===== src/rtl/aes_pkg.sv =====
//------------------------------------------------------------------------------
// Module : aes_pkg
// Purpose: Shared AES-128 key-schedule definitions: round count, key type,
//          controller state encoding, round-constant table and its lookup.
// Rev    : 1.0  initial release
//------------------------------------------------------------------------------
`default_nettype none

package aes_pkg;

  // AES-128 only.
  localparam int NR = 10;

  typedef logic [127:0] key_t;

  typedef enum logic [1:0] {
    ST_IDLE    = 2'd0,
    ST_PRESENT = 2'd1,
    ST_EXPAND  = 2'd2,
    ST_FINISH  = 2'd3
  } state_t;

  // Round constants for rounds 1..10 (entry 0 is round 1).
  localparam logic [7:0] RCON [0:9] = '{
    8'h01, 8'h02, 8'h04, 8'h08, 8'h10, 8'h20, 8'h40, 8'h80, 8'h1b, 8'h36
  };

  // Rcon word for round r (1..10); any other r yields zero.
  function automatic logic [31:0] rcon_word(input logic [3:0] r);
    logic [7:0] rc;
    rc = 8'h00;
    for (int i = 1; i <= 10; i++) begin
      if (r == 4'(i)) rc = RCON[i-1];
    end
    return {rc, 24'h000000};
  endfunction

endpackage

`default_nettype wire


===== src/rtl/aes_sbox_word.sv =====
//------------------------------------------------------------------------------
// Module : aes_sbox_word
// Purpose: Combinational AES SubWord - four parallel S-box byte lookups.
// Ports  : word      in  32  word to substitute
//          sub_word  out 32  S-box applied to every byte of word
// Rev    : 1.0  initial release
//------------------------------------------------------------------------------
`default_nettype none

module aes_sbox_word (
  input  logic [31:0] word,
  output logic [31:0] sub_word
);

  localparam logic [7:0] SBOX [0:255] = '{
    8'h63, 8'h7c, 8'h77, 8'h7b, 8'hf2, 8'h6b, 8'h6f, 8'hc5, 8'h30, 8'h01, 8'h67, 8'h2b, 8'hfe, 8'hd7, 8'hab, 8'h76,
    8'hca, 8'h82, 8'hc9, 8'h7d, 8'hfa, 8'h59, 8'h47, 8'hf0, 8'had, 8'hd4, 8'ha2, 8'haf, 8'h9c, 8'ha4, 8'h72, 8'hc0,
    8'hb7, 8'hfd, 8'h93, 8'h26, 8'h36, 8'h3f, 8'hf7, 8'hcc, 8'h34, 8'ha5, 8'he5, 8'hf1, 8'h71, 8'hd8, 8'h31, 8'h15,
    8'h04, 8'hc7, 8'h23, 8'hc3, 8'h18, 8'h96, 8'h05, 8'h9a, 8'h07, 8'h12, 8'h80, 8'he2, 8'heb, 8'h27, 8'hb2, 8'h75,
    8'h09, 8'h83, 8'h2c, 8'h1a, 8'h1b, 8'h6e, 8'h5a, 8'ha0, 8'h52, 8'h3b, 8'hd6, 8'hb3, 8'h29, 8'he3, 8'h2f, 8'h84,
    8'h53, 8'hd1, 8'h00, 8'hed, 8'h20, 8'hfc, 8'hb1, 8'h5b, 8'h6a, 8'hcb, 8'hbe, 8'h39, 8'h4a, 8'h4c, 8'h58, 8'hcf,
    8'hd0, 8'hef, 8'haa, 8'hfb, 8'h43, 8'h4d, 8'h33, 8'h85, 8'h45, 8'hf9, 8'h02, 8'h7f, 8'h50, 8'h3c, 8'h9f, 8'ha8,
    8'h51, 8'ha3, 8'h40, 8'h8f, 8'h92, 8'h9d, 8'h38, 8'hf5, 8'hbc, 8'hb6, 8'hda, 8'h21, 8'h10, 8'hff, 8'hf3, 8'hd2,
    8'hcd, 8'h0c, 8'h13, 8'hec, 8'h5f, 8'h97, 8'h44, 8'h17, 8'hc4, 8'ha7, 8'h7e, 8'h3d, 8'h64, 8'h5d, 8'h19, 8'h73,
    8'h60, 8'h81, 8'h4f, 8'hdc, 8'h22, 8'h2a, 8'h90, 8'h88, 8'h46, 8'hee, 8'hb8, 8'h14, 8'hde, 8'h5e, 8'h0b, 8'hdb,
    8'he0, 8'h32, 8'h3a, 8'h0a, 8'h49, 8'h06, 8'h24, 8'h5c, 8'hc2, 8'hd3, 8'hac, 8'h62, 8'h91, 8'h95, 8'he4, 8'h79,
    8'he7, 8'hc8, 8'h37, 8'h6d, 8'h8d, 8'hd5, 8'h4e, 8'ha9, 8'h6c, 8'h56, 8'hf4, 8'hea, 8'h65, 8'h7a, 8'hae, 8'h08,
    8'hba, 8'h78, 8'h25, 8'h2e, 8'h1c, 8'ha6, 8'hb4, 8'hc6, 8'he8, 8'hdd, 8'h74, 8'h1f, 8'h4b, 8'hbd, 8'h8b, 8'h8a,
    8'h70, 8'h3e, 8'hb5, 8'h66, 8'h48, 8'h03, 8'hf6, 8'h0e, 8'h61, 8'h35, 8'h57, 8'hb9, 8'h86, 8'hc1, 8'h1d, 8'h9e,
    8'he1, 8'hf8, 8'h98, 8'h11, 8'h69, 8'hd9, 8'h8e, 8'h94, 8'h9b, 8'h1e, 8'h87, 8'he9, 8'hce, 8'h55, 8'h28, 8'hdf,
    8'h8c, 8'ha1, 8'h89, 8'h0d, 8'hbf, 8'he6, 8'h42, 8'h68, 8'h41, 8'h99, 8'h2d, 8'h0f, 8'hb0, 8'h54, 8'hbb, 8'h16
  };

  for (genvar i = 0; i < 4; i++) begin : g_byte
    assign sub_word[8*i +: 8] = SBOX[word[8*i +: 8]];
  end

endmodule

`default_nettype wire


===== src/rtl/key_sched_ctrl.sv =====
//------------------------------------------------------------------------------
// Module : key_sched_ctrl
// Purpose: Iterative AES-128 key expansion. Presents round keys 0..10 one at a
//          time over a valid/ready handshake, computing each next key in a
//          single EXPAND cycle, then pulses done.
// Ports  : clk       in   1    clock, rising edge
//          rst_n     in   1    asynchronous active-low reset
//          start     in   1    begin expansion of key_in (IDLE only)
//          key_in    in   128  cipher key, w0 = [127:96]
//          abort     in   1    cancel expansion in progress
//          rk_ready  in   1    consumer accepts rk_out
//          busy      out  1    not IDLE
//          rk_valid  out  1    rk_out/rk_round valid
//          rk_round  out  4    round index of rk_out
//          rk_out    out  128  current round key
//          done      out  1    one-cycle pulse after round-10 key accepted
// Rev    : 1.0  initial release
//------------------------------------------------------------------------------
`default_nettype none

module key_sched_ctrl #(
  // Only 10 (AES-128) is supported.
  parameter int NR = aes_pkg::NR
) (
  input  logic         clk,
  input  logic         rst_n,
  input  logic         start,
  input  logic [127:0] key_in,
  input  logic         abort,
  input  logic         rk_ready,
  output logic         busy,
  output logic         rk_valid,
  output logic [3:0]   rk_round,
  output logic [127:0] rk_out,
  output logic         done
);

  localparam logic [3:0] LAST_ROUND = 4'(NR);

  aes_pkg::state_t state, state_next;
  aes_pkg::key_t   key_reg, key_next;
  logic [3:0]      round_reg;
  logic [31:0]     rot_w3, sub_w3, t_word;
  logic [31:0]     w0n, w1n, w2n, w3n;
  logic            load_key, step_key;

  // Next-key datapath, always computed from the current key register.
  assign rot_w3 = {key_reg[23:0], key_reg[31:24]};

  aes_sbox_word u_sbox (
    .word     (rot_w3),
    .sub_word (sub_w3)
  );

  // Rcon is indexed by the round being produced, i.e. round_reg + 1.
  assign t_word   = sub_w3 ^ aes_pkg::rcon_word(round_reg + 4'd1);
  assign w0n      = key_reg[127:96] ^ t_word;
  assign w1n      = key_reg[95:64]  ^ w0n;
  assign w2n      = key_reg[63:32]  ^ w1n;
  assign w3n      = key_reg[31:0]   ^ w2n;
  assign key_next = {w0n, w1n, w2n, w3n};

  // Abort wins over start in IDLE and over the step in EXPAND.
  assign load_key = (state == aes_pkg::ST_IDLE)   && start && !abort;
  assign step_key = (state == aes_pkg::ST_EXPAND) && !abort;

  // State register
  always_ff @(posedge clk or negedge rst_n) begin
    if (!rst_n) state <= aes_pkg::ST_IDLE;
    else        state <= state_next;
  end

  // Next-state logic
  always_comb begin
    state_next = state;
    case (state)
      aes_pkg::ST_IDLE: begin
        if (start && !abort) state_next = aes_pkg::ST_PRESENT;
      end
      aes_pkg::ST_PRESENT: begin
        if (abort)
          state_next = aes_pkg::ST_IDLE;
        else if (rk_ready)
          state_next = (round_reg == LAST_ROUND) ? aes_pkg::ST_FINISH : aes_pkg::ST_EXPAND;
      end
      aes_pkg::ST_EXPAND: begin
        state_next = abort ? aes_pkg::ST_IDLE : aes_pkg::ST_PRESENT;
      end
      aes_pkg::ST_FINISH: begin
        state_next = aes_pkg::ST_IDLE;
      end
      default: state_next = aes_pkg::ST_IDLE;
    endcase
  end

  // Output decode (Moore)
  always_comb begin
    busy     = (state != aes_pkg::ST_IDLE);
    rk_valid = (state == aes_pkg::ST_PRESENT);
    done     = (state == aes_pkg::ST_FINISH);
  end

  // Key and round registers. EXPAND is only entered with round_reg < LAST_ROUND,
  // so the increment can never pass the last round.
  always_ff @(posedge clk or negedge rst_n) begin
    if (!rst_n) begin
      key_reg   <= '0;
      round_reg <= 4'd0;
    end else if (load_key) begin
      key_reg   <= key_in;
      round_reg <= 4'd0;
    end else if (step_key) begin
      key_reg   <= key_next;
      round_reg <= round_reg + 4'd1;
    end
  end

  assign rk_out   = key_reg;
  assign rk_round = round_reg;

endmodule

`default_nettype wire


===== config.mk =====
export PLATFORM = sky130hd
export DESIGN_NAME = key_sched_ctrl
export DESIGN_NICKNAME = d
export VERILOG_FILES = /design/src/rtl/aes_pkg.sv /design/src/rtl/aes_sbox_word.sv /design/src/rtl/key_sched_ctrl.sv
export SDC_FILE = /design/constraint.sdc
export NUM_CORES = 1
export LEC_CHECK = 0
export BUFFER_PORTS_ARGS = -buffer_cell sky130_fd_sc_hd__buf_4
export CAP_MARGIN = 40
export CELL_PAD_IN_SITES_DETAIL_PLACEMENT = 2
export CELL_PAD_IN_SITES_GLOBAL_PLACEMENT = 2
export CORE_UTILIZATION = 35
export CTS_BUF_LIST = sky130_fd_sc_hd__clkbuf_4 sky130_fd_sc_hd__clkbuf_8
export DETAILED_ROUTE_END_ITERATION = 7
export PLACE_DENSITY_LB_ADDON = 0.1
export SLEW_MARGIN = 20
export SYNTH_ARGS = -nofsm -noshare
export SYNTH_HDL_FRONTEND = slang
export SYNTH_HIERARCHICAL = 1
export SYNTH_SLANG_ARGS = --single-unit

===== constraint.sdc =====
create_clock -name clk -period 4.9 [get_ports clk]
set_input_delay 0.98 -clock clk [delete_from_list [all_inputs] [get_ports clk]]
set_output_delay 0.98 -clock clk [all_outputs]
set_load 0.005 [all_outputs]

# Word-level counts from Yosys, hierarchy flattened
# Memories as Yosys holds them, arrays and structs flattened.
# Cells that the tools add are included.
# classes
n_addsub	1
n_lt_le_gt_ge	4
n_eq_ne	16
mux	28
n_bitwise	9
reduce_logical	9
# ops
op	n
2-to-1 mux 128 bit	2
bitwise XOR 32 bit	5
2-to-1 mux 8 bit	15
>= comparator 9 bit (second input constant)	4
NOT 8 -> 9 bit	4
equality test 4 x 3 -> 1 bit (second input constant)	4
equality test 4 bit (second input constant)	4
equality test 4 x 2 -> 1 bit (second input constant)	2
2-to-1 mux 2 bit	4
2-to-1 mux 4 bit	2
one-hot mux 2 bit (4 select lines)	1
adder 4 x 1 -> 4 bit (second input constant)	1
equality test 2 bit (second input constant)	2
equality test 4 x 1 -> 1 bit (second input constant)	1
logical AND 1 bit	4
nonzero test 2 bit	2
2-to-1 mux 1 bit	3
2-to-1 mux 3 bit	1
!= test 3 bit (second input constant)	1
equality test 2 x 1 -> 1 bit (second input constant)	1
logical NOT 2 bit	1
!= test 2 x 1 -> 1 bit (second input constant)	1
AND reduction 2 bit	1
logical NOT 1 bit	1
# word_totals
register_bits	134
rom_bits	8192
inputBits	133
out_inout_bits	135
elab_cells	74
mem_count	4
# memory_table
memory	words	word_bits	rd	rd_clocked_by_memory_dff	write_ports	line_no	text
(no name shown)	256	8	1	0	0	aes_sbox_word.sv:35	assign sub_word[8*i +: 8] = SBOX[word[8*i +: 8]];
(no name shown)	256	8	1	0	0	aes_sbox_word.sv:35	
(no name shown)	256	8	1	0	0	aes_sbox_word.sv:35	
(no name shown)	256	8	1	0	0	aes_sbox_word.sv:35	

# Depth between registers and ports, before layout
# logic_depth
depth_word	19
mapped_depth	17
ltp_nobuf	14

# By module
# The synthesis kept the hierarchy.
# by_module_without_submodules
module	instances	cells_each	area_per_inst_um2	seq_area_each_um2
aes_sbox_word	1	2185	13769.5	0.0
key_sched_ctrl	1	761	7606.0	3353.2

# Worst setup path after synthesis
# No wires, ideal clock.
# synth_path
kind	register -> register
start	register key_reg[17], in the netlist rk_out[17]
end	register key_reg[90], in the netlist rk_out[90]
setup_time_ps	126
arrival_time_ps	3638
required_time_ps	4774
slack_ps	1136
stages_incl_launch_ff	16
n_path_buf	1
synth_period_minus_slack_ps	3764
path_cell_list	dfrtp_1 buf_2 inv_1 ha_1 nor2b_2 nor2_1 mux2i_1 mux4_2 a221oi_1 a31oi_1 a2111oi_0 a21oi_1 nand4_1 xnor2_1 a21o_1 a221o_1
# synth_between
elab_chain_cells	9
# synth_rtl
item	line_no	text
start: declaration	key_sched_ctrl.sv:41	aes_pkg::key_t key_reg, key_next;
start signal: assignment	key_sched_ctrl.sv:110	key_reg <= key_in;
start signal: assignment	key_sched_ctrl.sv:113	key_reg <= key_next;
NOT 8 -> 9 bit (implied by the code)	aes_sbox_word.sv:35	
memory (256 x 8 bit)	-	
2-to-1 mux 8 bit (implied by the code) (2 in series)	aes_sbox_word.sv:35	
named net sub_w3[26]	key_sched_ctrl.sv:43	logic [31:0] rot_w3, sub_w3, t_word;
bitwise XOR 32 bit	key_sched_ctrl.sv:56	assign t_word = sub_w3 ^ aes_pkg::rcon_word(round_reg + 4'd1);
bitwise XOR 32 bit	key_sched_ctrl.sv:57	assign w0n = key_reg[127:96] ^ t_word;
bitwise XOR 32 bit	key_sched_ctrl.sv:58	assign w1n = key_reg[95:64] ^ w0n;
2-to-1 mux 128 bit	key_sched_ctrl.sv:112	end else if (step_key) begin
2-to-1 mux 128 bit	key_sched_ctrl.sv:109	end else if (load_key) begin
# The timed path passes the listed nets, and every way through them passes these cells. The select of a mux whose other input is x is not followed.
# A chain may end at the register's enable or synchronous reset.

# Final worst setup path
# layout_path
start	register key_reg[17], in the netlist rk_out[17]
end	register key_reg[26], in the netlist rk_out[26]
# layout_between
elab_chain_cells	11
# layout_rtl
item	line_no	text
NOT 8 -> 9 bit (implied by the code)	aes_sbox_word.sv:35	
memory (256 x 8 bit)	-	
2-to-1 mux 8 bit (implied by the code) (2 in series)	aes_sbox_word.sv:35	
named net sub_w3[26]	key_sched_ctrl.sv:43	
bitwise XOR 32 bit	key_sched_ctrl.sv:56	
bitwise XOR 32 bit	key_sched_ctrl.sv:57	
bitwise XOR 32 bit	key_sched_ctrl.sv:58	
bitwise XOR 32 bit	key_sched_ctrl.sv:59	assign w2n = key_reg[63:32] ^ w1n;
bitwise XOR 32 bit	key_sched_ctrl.sv:60	assign w3n = key_reg[31:0] ^ w2n;
2-to-1 mux 128 bit	key_sched_ctrl.sv:112	
2-to-1 mux 128 bit	key_sched_ctrl.sv:109	
# The timed path passes the listed nets, and every way through them passes these cells. The select of a mux whose other input is x is not followed.

==> impl_results.md <==
* Drt total wl at 126000 um
* Pwr/cell area at 675 nW/um^2
* Net Sw Frac at 0.591
* Final Slew Violations at 0
* CTS root buf: clkbuf_8
* H-tree Lvls at 4
* Top-Level Pins at 268
* RSZ-0062 raised after global routing: false
* DP Area at 24100 sq um
* WP data required at 5.38 ns
* CORE AREA at 60400 sq um
* Fillcell total at 7030
* Clock Tree Buf Depth at 2
* Ratio of cells with drive above 1 in the final layout at 0.184
* Total CTS buffers at 17
* PortBufs at 267
* Sequential fraction of design power at 0.130
* Final setup vio count at 0
* Commonest cells post-synth: 275 x o21ai_0, 235 x nor2_1, 226 x nand2_1, 198 x a21oi_1, 158 x clkbuf_1
* Fin crit share at 0.917
* Starting Density at 0.354
* Finished Cell Area at 24600 sq um
* Post-DP HPWL at 92200 um
* Max frequency at 222 MHz
* EDFF count, synth at 0
* Multi-input gate area at 16300 sq um
* Drt first pass iters at 6
* First-pass GRT wire length at 187000 um
* Sequential share of the synthesized area at 0.157
* Most frequent cell after synthesis: o21ai_0
* Kind of critical path: flop to flop
* Grt total ovfl at 0
* Cell area after synthesis at 21400 sq um
* Vias per cell at 6.96
* Post-synthesis net count at 3144
* Worst ir drop on vdd at 0.280 mV
* Final hold vios at 0
* ANT nets after route at 0
* Synth unique cells at 99
* Crit. End Element: flop
* Area delta synth->final at 15.1%
* Combinational share of power at 0.801
* Setup slack, reg-to-reg at 0.40 ns
* Async set-reset flop share out of synthesis at 1.00
* WP data arrival at 4.98 ns
* Yosys warns at 6
* DR iter-0 viols at 2932
* Worst-margin pin slew at 0.899 ns
* Setup Fix Bufs, Post-CTS at 0
* Placer Congestion at 1.00
* Synth area leaders: dfrtp_1 16%, o21ai_0 6.4%, a21oi_1 4.6%
* Status: completed
* Vias in the first global route at 27500
* Hold crit path type: input pin to async pin
* Routed len/inst at 32.8 um
* Register area at 3390 sq um
* Synthesized instance count at 2946
* Startpoint Class: flop
* Vias at 26800
* Clock sinks at 134
* Largest fanout on the critical path at 44
* Fin nets at 3244
* Max_cap viols at 0
* Residual DRC count at 0
* Cts repair resizes at 0
* GRT Resource Usage Total at 0.394
* Slew headroom at 0.400
* Ys flop type: dfrtp_1
* Worst Skew at 0.0309 ns
* Area share of the largest cell type after synthesis at 0.157
* #FFs+latches synth at 134
* Mapped Avg Cell Area at 7.26 sq um
* Row count at 90
* Min Tclk post-route at 4.50 ns
* Setup TNS at 0 ns
* Net switching power at 9.82 mW
* Die area at 62100 sq um
* CTS Hold Bufs at 0
* CTS tree: built
* Reg clk slew, reported paths at 0.11 ns
* Clk pwr share at 0.070
* Die H at 249 um
* Clk_lat worst skew at 0.58 ns
* Yosys top cell by area: dfrtp_1
* Lkg Pwr at 9.54 nW
* Antenna violations before repair at 8
* Largest net degree at the start of global routing at 148
* Die Wd at 249 um
* Internal Power at 6.79 mW
metrics by stage:
stage	hold slack, ns	utilization	setup WS (ns)	instances	power, mW
5_1_grt	0.218	0.408	0.0581	3844	17.3
4_1_cts	0.211	0.407	0.453	3840	16.2
2_1_floorplan	0.499	-	1.14	2946	9.95
3_5_place_dp	0.556	0.400	0.484	3808	15.0
3_3_place_gp	0.533	0.398	0.438	3801	14.6
6_report	0.243	0.408	0.405	3846	16.6
sequential cells by signal, summed over array words and instances (netlist names):
signal    flops
rk_out      128
state         2
rk_round      4
cells in the final DEF, fill, tap and decap left out, drive strengths merged, types with 26 or more instances in the layout:
cell type and count:
a211oi 72, a21oi 198, a221o 73, a311oi 55, a31oi 54, and2 37, buf 417, dfrtp 134
ha 65, inv 43, mux2i 36, mux4 33, nand2 226, nand2b 81, nand3 77, nor2 241
nor2b 81, nor3 105, nor3b 39, o211ai 49, o21ai 298, o311ai 53, or2 26, xnor2 109
xor2 36
worst paths after layout:
kind                                             start                     end  cells past startpoint
worst max register to register  rk_out[17]$_DFFE_PN0P_  rk_out[26]$_DFFE_PN0P_                     15
min in group clk                rk_out[87]$_DFFE_PN0P_  rk_out[87]$_DFFE_PN0P_                      1
worst min-delay path                             rst_n  rk_out[56]$_DFFE_PN0P_                      1
worst max-delay path            rk_out[17]$_DFFE_PN0P_  rk_out[26]$_DFFE_PN0P_                     15
worst min register to register  rk_out[87]$_DFFE_PN0P_  rk_out[87]$_DFFE_PN0P_                      1
max in group asynchronous                        rst_n  rk_out[11]$_DFFE_PN0P_                      2
layer usage:
layer,global-route usage,wire length (um)
met5,0,50
met3,0.0831,10900
met2,0.627,57300
met4,0.176,5770
met1,0.510,52100
cell type report:
| cell class | instances | share of cell area |
|---|---|---|
| Multi-Input combinational cell | 2435 | 0.664 |
| Clock inverter | 15 | 0.00783 |
| Antenna cell | 5 | 0.000508 |
| Tap cell | 782 | 0.0398 |
| Sequential cell | 134 | 0.138 |
| Clock buffer | 17 | 0.00951 |
| Timing Repair Buffer | 417 | 0.135 |
| Inverter | 41 | 0.00625 |
critical path: stages, from the launching register on:
cell	delay [ns]
dfrtp_1	0.40
buf_4	0.30
ha_1	0.25
buf_4	0.20
nor2_1	0.50
or3_1	0.23
o31ai_1	0.08
mux4_2	0.53
a221oi_1	0.32
a31oi_1	0.18
a2111oi_0	0.45
a21oi_1	0.09
nand4_1	0.22
xnor2_1	0.15
or3_1	0.32
a31oi_1	0.17
power by group through the flow:
| stage | clock, mW | combinational [mW] | sequential, mW |
|---|---|---|---|
| 4_1_cts | 1.18 | 12.9 | 2.15 |
| 2_1_floorplan | 0 | 8.14 | 1.81 |
| 6_report | 1.16 | 13.3 | 2.16 |
| 3_3_place_gp | 0 | 12.5 | 2.16 |
| 5_1_grt | 1.21 | 13.8 | 2.21 |
| 3_5_place_dp | 0 | 12.8 | 2.16 |
kinds of logic (layout without fill, tap and decap cells):
kind of cell             after synthesis  count (layout)  synth area share
buffers and inverters                377             490            0.0801
XOR/XNOR                             149             149            0.0643
other                                  0               5                 0
flip-flops                           134             134             0.157
AND/OR/NAND/NOR                     1008            1008             0.237
multiplexers                          86              86            0.0613
AO/OA/AOI/OAI                       1127            1127             0.362
adder cells (fa/ha/maj)               65              65            0.0380
No activity file was read; power rests on OpenSTA's default activity.
